## config.mk

```make
export PLATFORM = sky130hd
export DESIGN_NAME = pc_sequencer_flat
export DESIGN_NICKNAME = d
export VERILOG_FILES = /design/src/rtl/pc_sequencer_pkg.sv /design/src/rtl/pc_sequencer_if.sv /design/src/rtl/pc_sequencer_stack.sv /design/src/rtl/pc_sequencer.sv /design/src/flat_wrapper.sv
export SDC_FILE = /design/constraint.sdc
export NUM_CORES = 1
export LEC_CHECK = 0
export ABC_AREA = 1
export CAP_MARGIN = 20
export CORE_MARGIN = 3
export CORE_UTILIZATION = 57
export DETAILED_ROUTE_END_ITERATION = 8
export GPL_TIMING_DRIVEN = 0
export PLACE_DENSITY = 0.88
export SLEW_MARGIN = 20
export SYNTH_ARGS = -nofsm -noshare
export SYNTH_HDL_FRONTEND = slang
export SYNTH_SLANG_ARGS = --single-unit
```

## constraint.sdc

```tcl
create_clock -name clk -period 5 [get_ports clk]
set_input_delay 0.75 -clock clk [delete_from_list [all_inputs] [get_ports clk]]
set_output_delay 0.75 -clock clk [all_outputs]
set_load 0.02 [all_outputs]
```

## src/rtl/pc_sequencer_pkg.sv

```systemverilog
// Shared definitions for the program-flow sequencer: flow-op codes, FSM states, default widths.
package pc_seq_pkg;

    localparam int PC_WIDTH_DEF    = 12;
    localparam int STACK_DEPTH_DEF = 4;
    localparam int PC_STEP_DEF     = 2;

    localparam logic [3:0] BR_NONE = 4'd0;
    localparam logic [3:0] BR_B    = 4'd1;
    localparam logic [3:0] BR_BZ   = 4'd2;
    localparam logic [3:0] BR_BNZ  = 4'd3;
    localparam logic [3:0] BR_BGZ  = 4'd4;
    localparam logic [3:0] BR_BGEZ = 4'd5;
    localparam logic [3:0] BR_BLZ  = 4'd6;
    localparam logic [3:0] BR_BLEZ = 4'd7;
    localparam logic [3:0] BR_BV   = 4'd8;
    localparam logic [3:0] BR_BANZ = 4'd9;
    localparam logic [3:0] BR_BIOZ = 4'd10;
    localparam logic [3:0] BR_CALL = 4'd11;
    localparam logic [3:0] BR_RET  = 4'd12;
    localparam logic [3:0] BR_PUSH = 4'd13;
    localparam logic [3:0] BR_POP  = 4'd14;
    localparam logic [3:0] BR_CALA = 4'd15;

    typedef enum logic {
        ST_EXEC = 1'b0,
        ST_ADDR = 1'b1
    } seq_state_t;

    // Two-word ops: opcode followed by a branch-address word.
    function automatic logic is_two_word(input logic [3:0] op);
        return (op >= BR_B) && (op <= BR_CALL);
    endfunction

endpackage

```

## src/rtl/pc_sequencer_if.sv

```systemverilog
// Sequencer <-> core bundle: fetch word, decoded flow op, status flags, and PC/stack results.
interface pc_sequencer_if #(
    parameter int PC_WIDTH = 12
);
    logic                stall;
    logic [15:0]         instr;
    logic [3:0]          br_op;
    logic                acc_zero;
    logic                acc_neg;
    logic                acc_ovf;
    logic                ar_nonzero;
    logic                bio_n;
    logic [PC_WIDTH-1:0] acc_low;
    logic [PC_WIDTH-1:0] pc;
    logic                issue_valid;
    logic [PC_WIDTH-1:0] stack_top;
    logic [2:0]          stack_depth;
    logic                stack_err;

    modport master (
        input  stall, instr, br_op, acc_zero, acc_neg, acc_ovf, ar_nonzero, bio_n, acc_low,
        output pc, issue_valid, stack_top, stack_depth, stack_err
    );

    modport slave (
        output stall, instr, br_op, acc_zero, acc_neg, acc_ovf, ar_nonzero, bio_n, acc_low,
        input  pc, issue_valid, stack_top, stack_depth, stack_err
    );
endinterface

```

## src/rtl/pc_sequencer_stack.sv

```systemverilog
// Shift-register return stack: entry 0 is the top; pushes shift down, pops shift up.
// Overflow drops the deepest entry, underflow duplicates it; both set a sticky error.
module pc_stack #(
    parameter int WIDTH = 12,
    parameter int DEPTH = 4,
    parameter int DW    = $clog2(DEPTH + 1)
) (
    input  logic             clk,
    input  logic             reset_n,
    input  logic             push,
    input  logic             pop,
    input  logic [WIDTH-1:0] push_data,
    output logic [WIDTH-1:0] top,
    output logic [DW-1:0]    depth,
    output logic             err
);

    logic [WIDTH-1:0] entries [DEPTH];

    assign top = entries[0];

    always_ff @(posedge clk or negedge reset_n) begin
        if (!reset_n) begin
            for (int i = 0; i < DEPTH; i++) entries[i] <= '0;
            depth <= '0;
            err   <= 1'b0;
        end else if (push) begin
            for (int i = 1; i < DEPTH; i++) entries[i] <= entries[i-1];
            entries[0] <= push_data;
            if (depth == DW'(DEPTH)) err <= 1'b1;
            else                      depth <= depth + 1'b1;
        end else if (pop) begin
            // Deepest entry is left in place, so it appears duplicated after the shift.
            for (int i = 0; i < DEPTH - 1; i++) entries[i] <= entries[i+1];
            if (depth == '0) err <= 1'b1;
            else             depth <= depth - 1'b1;
        end
    end

endmodule

```

## src/rtl/pc_sequencer.sv

```systemverilog
// Program-flow controller: owns the PC, the return stack and the two-word branch/call protocol.
// Branches take an opcode cycle plus an address-word cycle (issue_valid low); stall freezes all state.
module pc_sequencer
    import pc_seq_pkg::*;
#(
    parameter int PC_WIDTH    = PC_WIDTH_DEF,
    parameter int STACK_DEPTH = STACK_DEPTH_DEF,
    parameter int PC_STEP     = PC_STEP_DEF
) (
    input  logic              clk,
    input  logic              reset_n,
    pc_sequencer_if.master    bus
);

    localparam int DW = $clog2(STACK_DEPTH + 1);
    localparam logic [PC_WIDTH-1:0] STEP = PC_WIDTH'(PC_STEP);

    seq_state_t          state;
    logic [PC_WIDTH-1:0] pc_q;
    logic                taken_q;
    logic                call_q;
    logic                cond;
    logic [PC_WIDTH-1:0] pc_inc;
    logic                st_push;
    logic                st_pop;
    logic [PC_WIDTH-1:0] st_data;
    logic [PC_WIDTH-1:0] st_top;
    logic [DW-1:0]       st_depth;
    logic                st_err;
    logic                unused_instr_hi;

    assign pc_inc          = pc_q + STEP;
    assign unused_instr_hi = ^bus.instr[15:PC_WIDTH];

    always_comb begin
        cond = 1'b0;
        case (bus.br_op)
            BR_B, BR_CALL: cond = 1'b1;
            BR_BZ:         cond = bus.acc_zero;
            BR_BNZ:        cond = !bus.acc_zero;
            BR_BGZ:        cond = !bus.acc_neg && !bus.acc_zero;
            BR_BGEZ:       cond = !bus.acc_neg;
            BR_BLZ:        cond = bus.acc_neg;
            BR_BLEZ:       cond = bus.acc_neg || bus.acc_zero;
            BR_BV:         cond = bus.acc_ovf;
            BR_BANZ:       cond = bus.ar_nonzero;
            BR_BIOZ:       cond = !bus.bio_n;
            default:       cond = 1'b0;
        endcase
    end

    always_comb begin
        st_push = 1'b0;
        st_pop  = 1'b0;
        st_data = pc_inc;
        if (!bus.stall) begin
            if (state == ST_EXEC) begin
                case (bus.br_op)
                    BR_RET:  st_pop  = 1'b1;
                    BR_POP:  st_pop  = 1'b1;
                    BR_CALA: st_push = 1'b1;
                    BR_PUSH: begin
                        st_push = 1'b1;
                        st_data = bus.acc_low;
                    end
                    default: ;
                endcase
            end else begin
                // pc is the address word here, so pc+step is the return address.
                st_push = taken_q && call_q;
            end
        end
    end

    always_ff @(posedge clk or negedge reset_n) begin
        if (!reset_n) begin
            state   <= ST_EXEC;
            pc_q    <= '0;
            taken_q <= 1'b0;
            call_q  <= 1'b0;
        end else if (!bus.stall) begin
            case (state)
                ST_EXEC: begin
                    if (is_two_word(bus.br_op)) begin
                        taken_q <= cond;
                        call_q  <= (bus.br_op == BR_CALL);
                        pc_q    <= pc_inc;
                        state   <= ST_ADDR;
                    end else begin
                        case (bus.br_op)
                            BR_RET:  pc_q <= st_top;
                            BR_CALA: pc_q <= bus.acc_low;
                            default: pc_q <= pc_inc;
                        endcase
                    end
                end
                ST_ADDR: begin
                    pc_q  <= taken_q ? bus.instr[PC_WIDTH-1:0] : pc_inc;
                    state <= ST_EXEC;
                end
                default: state <= ST_EXEC;
            endcase
        end
    end

    pc_stack #(
        .WIDTH (PC_WIDTH),
        .DEPTH (STACK_DEPTH),
        .DW    (DW)
    ) u_stack (
        .clk       (clk),
        .reset_n   (reset_n),
        .push      (st_push),
        .pop       (st_pop),
        .push_data (st_data),
        .top       (st_top),
        .depth     (st_depth),
        .err       (st_err)
    );

    assign bus.pc          = pc_q;
    assign bus.issue_valid = (state == ST_EXEC) && !bus.stall;
    assign bus.stack_top   = st_top;
    assign bus.stack_depth = 3'(st_depth);
    assign bus.stack_err   = st_err;

endmodule

```

## src/flat_wrapper.sv

```systemverilog
// flat-port wrapper written by rule: the top's interface ports become plain ports
module pc_sequencer_flat import pc_seq_pkg::*;
#(
    parameter int PC_WIDTH    = PC_WIDTH_DEF,
    parameter int STACK_DEPTH = STACK_DEPTH_DEF,
    parameter int PC_STEP     = PC_STEP_DEF
)
  (clk, reset_n, bus_stall, bus_instr, bus_br_op, bus_acc_zero, bus_acc_neg, bus_acc_ovf, bus_ar_nonzero, bus_bio_n, bus_acc_low, bus_pc, bus_issue_valid, bus_stack_top, bus_stack_depth, bus_stack_err);
  pc_sequencer_if #(.PC_WIDTH(PC_WIDTH)) bus_i ();
  input  logic clk;
  input  logic reset_n;
  input wire logic [$bits(bus_i.stall)-1:0] bus_stall;
  input wire logic [$bits(bus_i.instr)-1:0] bus_instr;
  input wire logic [$bits(bus_i.br_op)-1:0] bus_br_op;
  input wire logic [$bits(bus_i.acc_zero)-1:0] bus_acc_zero;
  input wire logic [$bits(bus_i.acc_neg)-1:0] bus_acc_neg;
  input wire logic [$bits(bus_i.acc_ovf)-1:0] bus_acc_ovf;
  input wire logic [$bits(bus_i.ar_nonzero)-1:0] bus_ar_nonzero;
  input wire logic [$bits(bus_i.bio_n)-1:0] bus_bio_n;
  input wire logic [$bits(bus_i.acc_low)-1:0] bus_acc_low;
  output wire logic [$bits(bus_i.pc)-1:0] bus_pc;
  output wire logic [$bits(bus_i.issue_valid)-1:0] bus_issue_valid;
  output wire logic [$bits(bus_i.stack_top)-1:0] bus_stack_top;
  output wire logic [$bits(bus_i.stack_depth)-1:0] bus_stack_depth;
  output wire logic [$bits(bus_i.stack_err)-1:0] bus_stack_err;
  assign bus_i.stall = bus_stall;
  assign bus_i.instr = bus_instr;
  assign bus_i.br_op = bus_br_op;
  assign bus_i.acc_zero = bus_acc_zero;
  assign bus_i.acc_neg = bus_acc_neg;
  assign bus_i.acc_ovf = bus_acc_ovf;
  assign bus_i.ar_nonzero = bus_ar_nonzero;
  assign bus_i.bio_n = bus_bio_n;
  assign bus_i.acc_low = bus_acc_low;
  assign bus_pc = bus_i.pc;
  assign bus_issue_valid = bus_i.issue_valid;
  assign bus_stack_top = bus_i.stack_top;
  assign bus_stack_depth = bus_i.stack_depth;
  assign bus_stack_err = bus_i.stack_err;
  pc_sequencer #(.PC_WIDTH(PC_WIDTH), .STACK_DEPTH(STACK_DEPTH), .PC_STEP(PC_STEP)) u_core (.clk(clk), .reset_n(reset_n), .bus(bus_i));
endmodule
```

-- Yosys cells after proc, flatten, opt, wreduce, memory -nomap -nowiden
Index checks and enable logic that the tools add are counted.
- shifts and indexed selects: 0
- add/sub/neg operators: 3
- div/mod/pow operators: 0
- $mul: 0
- multiplexer cells: 26
- bitwise logic cells: 2
- eq/ne operators: 19
- reduce and logical (&&, ||, !) cells: 18
- $lt $le $gt $ge: 2
- operators by type and width (cell ; number):
    $mux W36 ; 2
    $mux W12 ; 5
    $pmux W12 S2 ; 2
    $eq A4 B4 Y1 const B ; 8
    $eq A4 B3 Y1 const B ; 4
    $add A12 B2 Y12 const B ; 1
    $mux W3 ; 4
    $mux W1 ; 11
    $pmux W1 S10 ; 1
    $reduce_and A3 Y1 ; 3
    $eq A4 B2 Y1 const B ; 2
    $reduce_or A2 Y1 ; 3
    $eq A4 B1 Y1 const B ; 1
    $ge A4 B1 Y1 const B ; 1
    $le A4 B4 Y1 const B ; 1
    $logic_and A1 B1 Y1 ; 4
    $logic_not A1 Y1 ; 4
    $ne A2 B2 Y1 const B ; 2
    $reduce_bool A2 Y1 ; 2
    $add A3 B1 Y3 const B ; 1
    $eq A3 B3 Y1 const B ; 1
    $logic_not A3 Y1 ; 1
    $sub A3 B1 Y3 const B ; 1
    $ne A2 B1 Y1 const B ; 1
    3 further kinds ; 4
- latch bits: 0
- bits of input ports: 40
- register bits after elaboration: 67
- bits in read-only memories: 0
- output and inout bits: 29
- logic and storage cells: 80
- memories kept: 0
- RAM bits: 0

-- Depth between registers and ports, before layout
- depth in word-level cells: 7
- depth in mapped cells: 16
- mapped depth without buffers: 15

-- By module
From an unflattened synthesis, not the netlist that was laid out.
- cells, all modules: 535
- area, all modules: 3928.8 um^2
- by module, submodules not included (module ; instances ; area an instance (um^2) ; sequential area each (um^2) ; cells each):
    pc_stack ; 1 ; 2331.0 ; 1301.2 ; 249
    pc_sequencer ; 1 ; 1597.8 ; 375.4 ; 286

-- Least setup slack after synthesis
No wires, ideal clock.
- kind: input to register
- from: input port bus_stall
- to: register u_core.u_stack.depth[2]
- library setup time: 0.113 ns
- setup slack: 2.578 ns
- data required time: 4.887 ns
- buffers on the path: 2
- stages on the path: 16
- arrival time: 2.309 ns
- cell sequence: buf_2 -> nor2_4 -> nand3_2 -> nand2_4 -> buf_4 -> xor2_1 -> ha_1 -> inv_1 -> nand2_1 -> nand3_1 -> nand2_1 -> inv_1 -> nand2_1 -> nand2_1 -> nand2_1 -> inv_1
- longest elaborated chain between the ends: 3
- elaborated cells on any way between the ends: 7
- classes of those cells: eq/ne (2); mux (3); reduce/logical (2)
- RTL lines (element ; line ; text):
    start: declaration ; flat_wrapper.sv:12 ; input wire logic [$bits(bus_i.stall)-1:0] bus_stall;
    $mux W1 ; pc_sequencer.sv:56 ; if (!bus.stall) begin
    $ne A2 B1 Y1 (no line) (tied with other cells) ; n/a ;
    $reduce_and A3 Y1 (no line) ; n/a ;
    end signal: assignment ; pc_sequencer_stack.sv:31 ; else depth <= depth + 1'b1;
    end signal: assignment ; pc_sequencer_stack.sv:36 ; else depth <= depth - 1'b1;
    end: declaration ; pc_sequencer_stack.sv:14 ; output logic [DW-1:0] depth,
Several ways; a longest one is shown, not always the timed one.
A chain may end at the register's enable or synchronous reset.

-- Worst setup path after layout
- from: input port bus_br_op[2]
- to: register u_core.u_stack.depth[2]
- longest elaborated chain between the ends: 7
- elaborated cells on any way between the ends: 17
- classes of those cells: eq/ne (6); mux (7); reduce/logical (4)
- RTL lines (element ; line ; text):
    start: declaration ; flat_wrapper.sv:14 ; input wire logic [$bits(bus_i.br_op)-1:0] bus_br_op;
    $eq A4 B4 Y1 ; pc_sequencer.sv:58 ; case (bus.br_op)
    $reduce_or A2 Y1 (no line) ; n/a ;
    $mux W1 ; pc_sequencer.sv:58 ;
    $mux W1 ; pc_sequencer.sv:57 ; if (state == ST_EXEC) begin
    $mux W1 ; pc_sequencer.sv:56 ;
    $ne A2 B1 Y1 (no line) (tied with other cells) ; n/a ;
    $reduce_and A3 Y1 (no line) ; n/a ;
Several ways; a longest one is shown, not always the timed one.

==> key figures <==
Outcome
  – Outcome: complete, no violations

Logic synthesis
  – Synth Instances: 515
  – Syn Area/Cell: 7.66 um^2
  – Cell taking the most area after synthesis: dfrtp_1
  – Netlist Area Pre-Place: 3950 um^2
  – Asr flop ratio synth: 100%
  – Register area share after synthesis: 42.5%
  – Yosys reg bits: 67
  – EDFF count, synth: 0
  – Synth top area share: 42.5%
  – YS warnings: 0
  – Syn Nets: 557
  – Distinct cell type count after synthesis: 35
  – Synth area leaders: dfrtp_1 42%, nand2_1 14%, inv_1 6.4%, o21ai_0 4.6%, o221ai_1 4.2%
  – Most used DFF post-synth: dfrtp_1

Worst setup path
  – CP Class: in2reg
  – Critical R2R Launch: u_core.state
  – Crit path required time: 5.24 ns
  – Startpoint types: input port
  – Crit-path slowest cell: clkdlybuf4s50_1
  – CP max stage delay: 0.53 ns
  – Worst-path cell chain: clkdlybuf4s50_1 -> nand2_1 -> inv_2 -> nand3_2 -> nand2_4 -> buf_4 -> xor2_1 -> ha_1 -> inv_1 -> nand2_1 -> nand3_1 -> nand2_1 -> inv_1 -> nand2_1 -> nand2_1 -> nand2_1 -> inv_1
  – Crit path max fanout: 10
  – Arr. time, crit path: 2.95 ns
  – Critical path capture point type: flop
  – Crit. Startpoint: bus_br_op[2]
  – CP dominant cell by count: nand2_1

GRT
  – First-pass GRT wire length: 17.6 mm
  – Total global routing overflow: 0
  – Largest net degree at the start of global routing: 43
  – Antenna violations before repair: 0
  – Gr usage total: 28.8%
  – Vias in the first global route: 3908

STA
  – Clock tree skew after final layout: 0.00677 ns
  – Fmax: 0.369 GHz
  – Slew Limit Fails: 0
  – Final Cycle Share: 54.2%
  – Hold Vio Cnt, Final: 0
  – Hold WS: 0.306 ns
  – Post-route minimum period: 2.71 ns
  – RSZ-0062 raised after global routing: no
  – Rel. slew slack: 75.4%
  – Setup TNS: 0 ns
  – Final setup fails: 0
  – PnR worst setup slack: 2.29 ns
  – Slew @ Worst Pin: 0.368 ns

Placement
  – Post-DP HPWL: 7.91 mm
  – GPL Wtd Cong: 0.932
  – Port-buffer cells: 63
  – Worst slack, placed: 1.97 ns
  – Post-Place Cell Area: 4690 um^2

Final layout
  – Commonest non-fill, non-tap cell in the layout: nand2_1
  – Nets: 632
  – Antenna Cells: 0
  – Share of post-route cells with drive strength above 1: 13.1%
  – Layout area overhead: 24.6%
  – Design Area, Final: 4910 um^2
  – Commonest cells after routing, fill and taps aside: 150 x nand2_1, 67 x inv_1, 67 x dfrtp_1

Detailed routing
  – DR vias/cell: 5.86
  – Final WL: 10.8 mm
  – Post-route ant nets: 0
  – DRC violations left: 0
  – Drt pass-1 iters: 5
  – DRT iter0 DRCs: 399
  – Routed vias: 3935
  – Routed length per instance: 16.1 um

Pwr
  – Part of the power in registers: 38.7%
  – Internal power: 1.50 mW
  – Switch Pwr: 0.930 mW
  – Max VDD drop: 356 uV
  – Switch share: 38.2%
  – Power share of the clock group: 21.0%
  – PD cells: 495 nW/um^2
  – Leak Pwr: 2.30 nW
  – Logic pwr share: 40.2%

CTS
  – Post_cts resized: 0
  – CTS H-tree lvls: 3
  – CTS Buf Count: 9
  – Hold_buf cts: 0
  – Clk buf depth: 2
  – Post-CTS Setup Inserts: 0
  – CTS tree: done
  – # clock sinks: 67
  – Root Buffer: clkbuf_8
  – Clock transition at path regs: 0.07 ns
  – Skew-Pair Late Insertion Delay: 0.35 ns

Floorplanning
  – Row cnt: 29
  – Ports: 69
  – Die area: 7960 um^2
  – Die X: 89.2 um
  – Die height: 89.2 um
  – Core area: 6530 um^2
  – Starting Density: 60.4%

Flow run
  – Max-cap viol count: 0

Min path
  – Worst hold path type: in2async
-- worst max-delay path, delay by kind of cell --
kind,cells,cell delay [ns]
adder cells (fa/ha/maj),1,0.16
buffers and inverters,6,1.05
AND/OR/NAND/NOR,9,0.81
XOR/XNOR,1,0.17
-- synthesized netlist by cell type (6+ instances only) --
cell and count:
o221ai_1 19, nand2_1 150, o22ai_1 11, buf_4 16
o21ai_1 16, a21oi_1 18, dfrtp_1 67, o21ai_0 36
inv_1 67, nor2_1 21, inv_2 11, nand3_1 22
o211ai_1 10, buf_2 6
-- final timing paths --
kind / end / slack, ns / depth (start not counted)
min in group clk: u_core.u_stack.err / 0.49 / 1
max reg2reg: u_core.u_stack.depth[2] / 2.78 / 15
max in group asynchronous: u_core.call_q / 4.16 / 2
min reg2reg: u_core.u_stack.err / 0.49 / 1
min: u_core.u_stack.entries[5] / 0.31 / 1
max: u_core.u_stack.depth[2] / 2.29 / 17
-- power by group through the flow --
| stage | logic, mW | registers, mW | clock network (mW) |
|---|---|---|---|
| finish | 0.979 | 0.943 | 0.512 |
| global route | 1.08 | 0.967 | 0.542 |
| CTS | 0.975 | 0.938 | 0.517 |
| detailed placement | 0.965 | 0.945 | 0 |
| global placement | 0.933 | 0.937 | 0 |
| floorplan | 0.555 | 0.966 | 0 |
-- flip-flops by register name, indices dropped and copies added (netlist names) --
name	flops
u_core.bus.pc	12
u_core.call_q	1
u_core.state	1
u_core.taken_q	1
u_core.u_stack.depth	3
u_core.u_stack.entries	36
u_core.u_stack.err	1
u_core.u_stack.top	12
-- cell type report --
class	instances	area (um^2)
Buffer	27	210
Sequential cell	67	1680
Fill cell	470	1620
Tap cell	77	96.3
Inverter	81	307
Multi-Input combinational cell	340	1750
Clock buffer	10	138
Timing Repair Buffer	64	648
Clock inverter	6	87.6
-- per-layer routing --
metal / GRT usage (%) / vias up / routed length [um]
li1: - / 1822 / -
met1: 37.6 / 1885 / 4460
met2: 47.5 / 205 / 5330
met3: 6.08 / 23 / 810
met4: 10.1 / 0 / 248
met5: 0 / - / 0
-- kinds of logic (layout without fill, tap and decap cells) --
group	Yosys count	after routing	synth area share (%)
compound gates	120	120	18.9
xor+xnor	5	5	1.11
fa+ha+maj	2	2	0.634
buf+inv	108	188	13.1
flops	67	67	42.5
simple gates	213	213	23.8
-- metrics by stage --
stage | power (mW) | std cells | utilization, %
2_1_floorplan | 1.52 | 515 | -
3_3_place_gp | 1.87 | 655 | 71.5
3_5_place_dp | 1.91 | 656 | 71.8
4_1_cts | 2.43 | 672 | 75.2
5_1_grt | 2.59 | 672 | 75.2
6_report | 2.43 | 672 | 75.2
(Power assumes the default switching activity.)
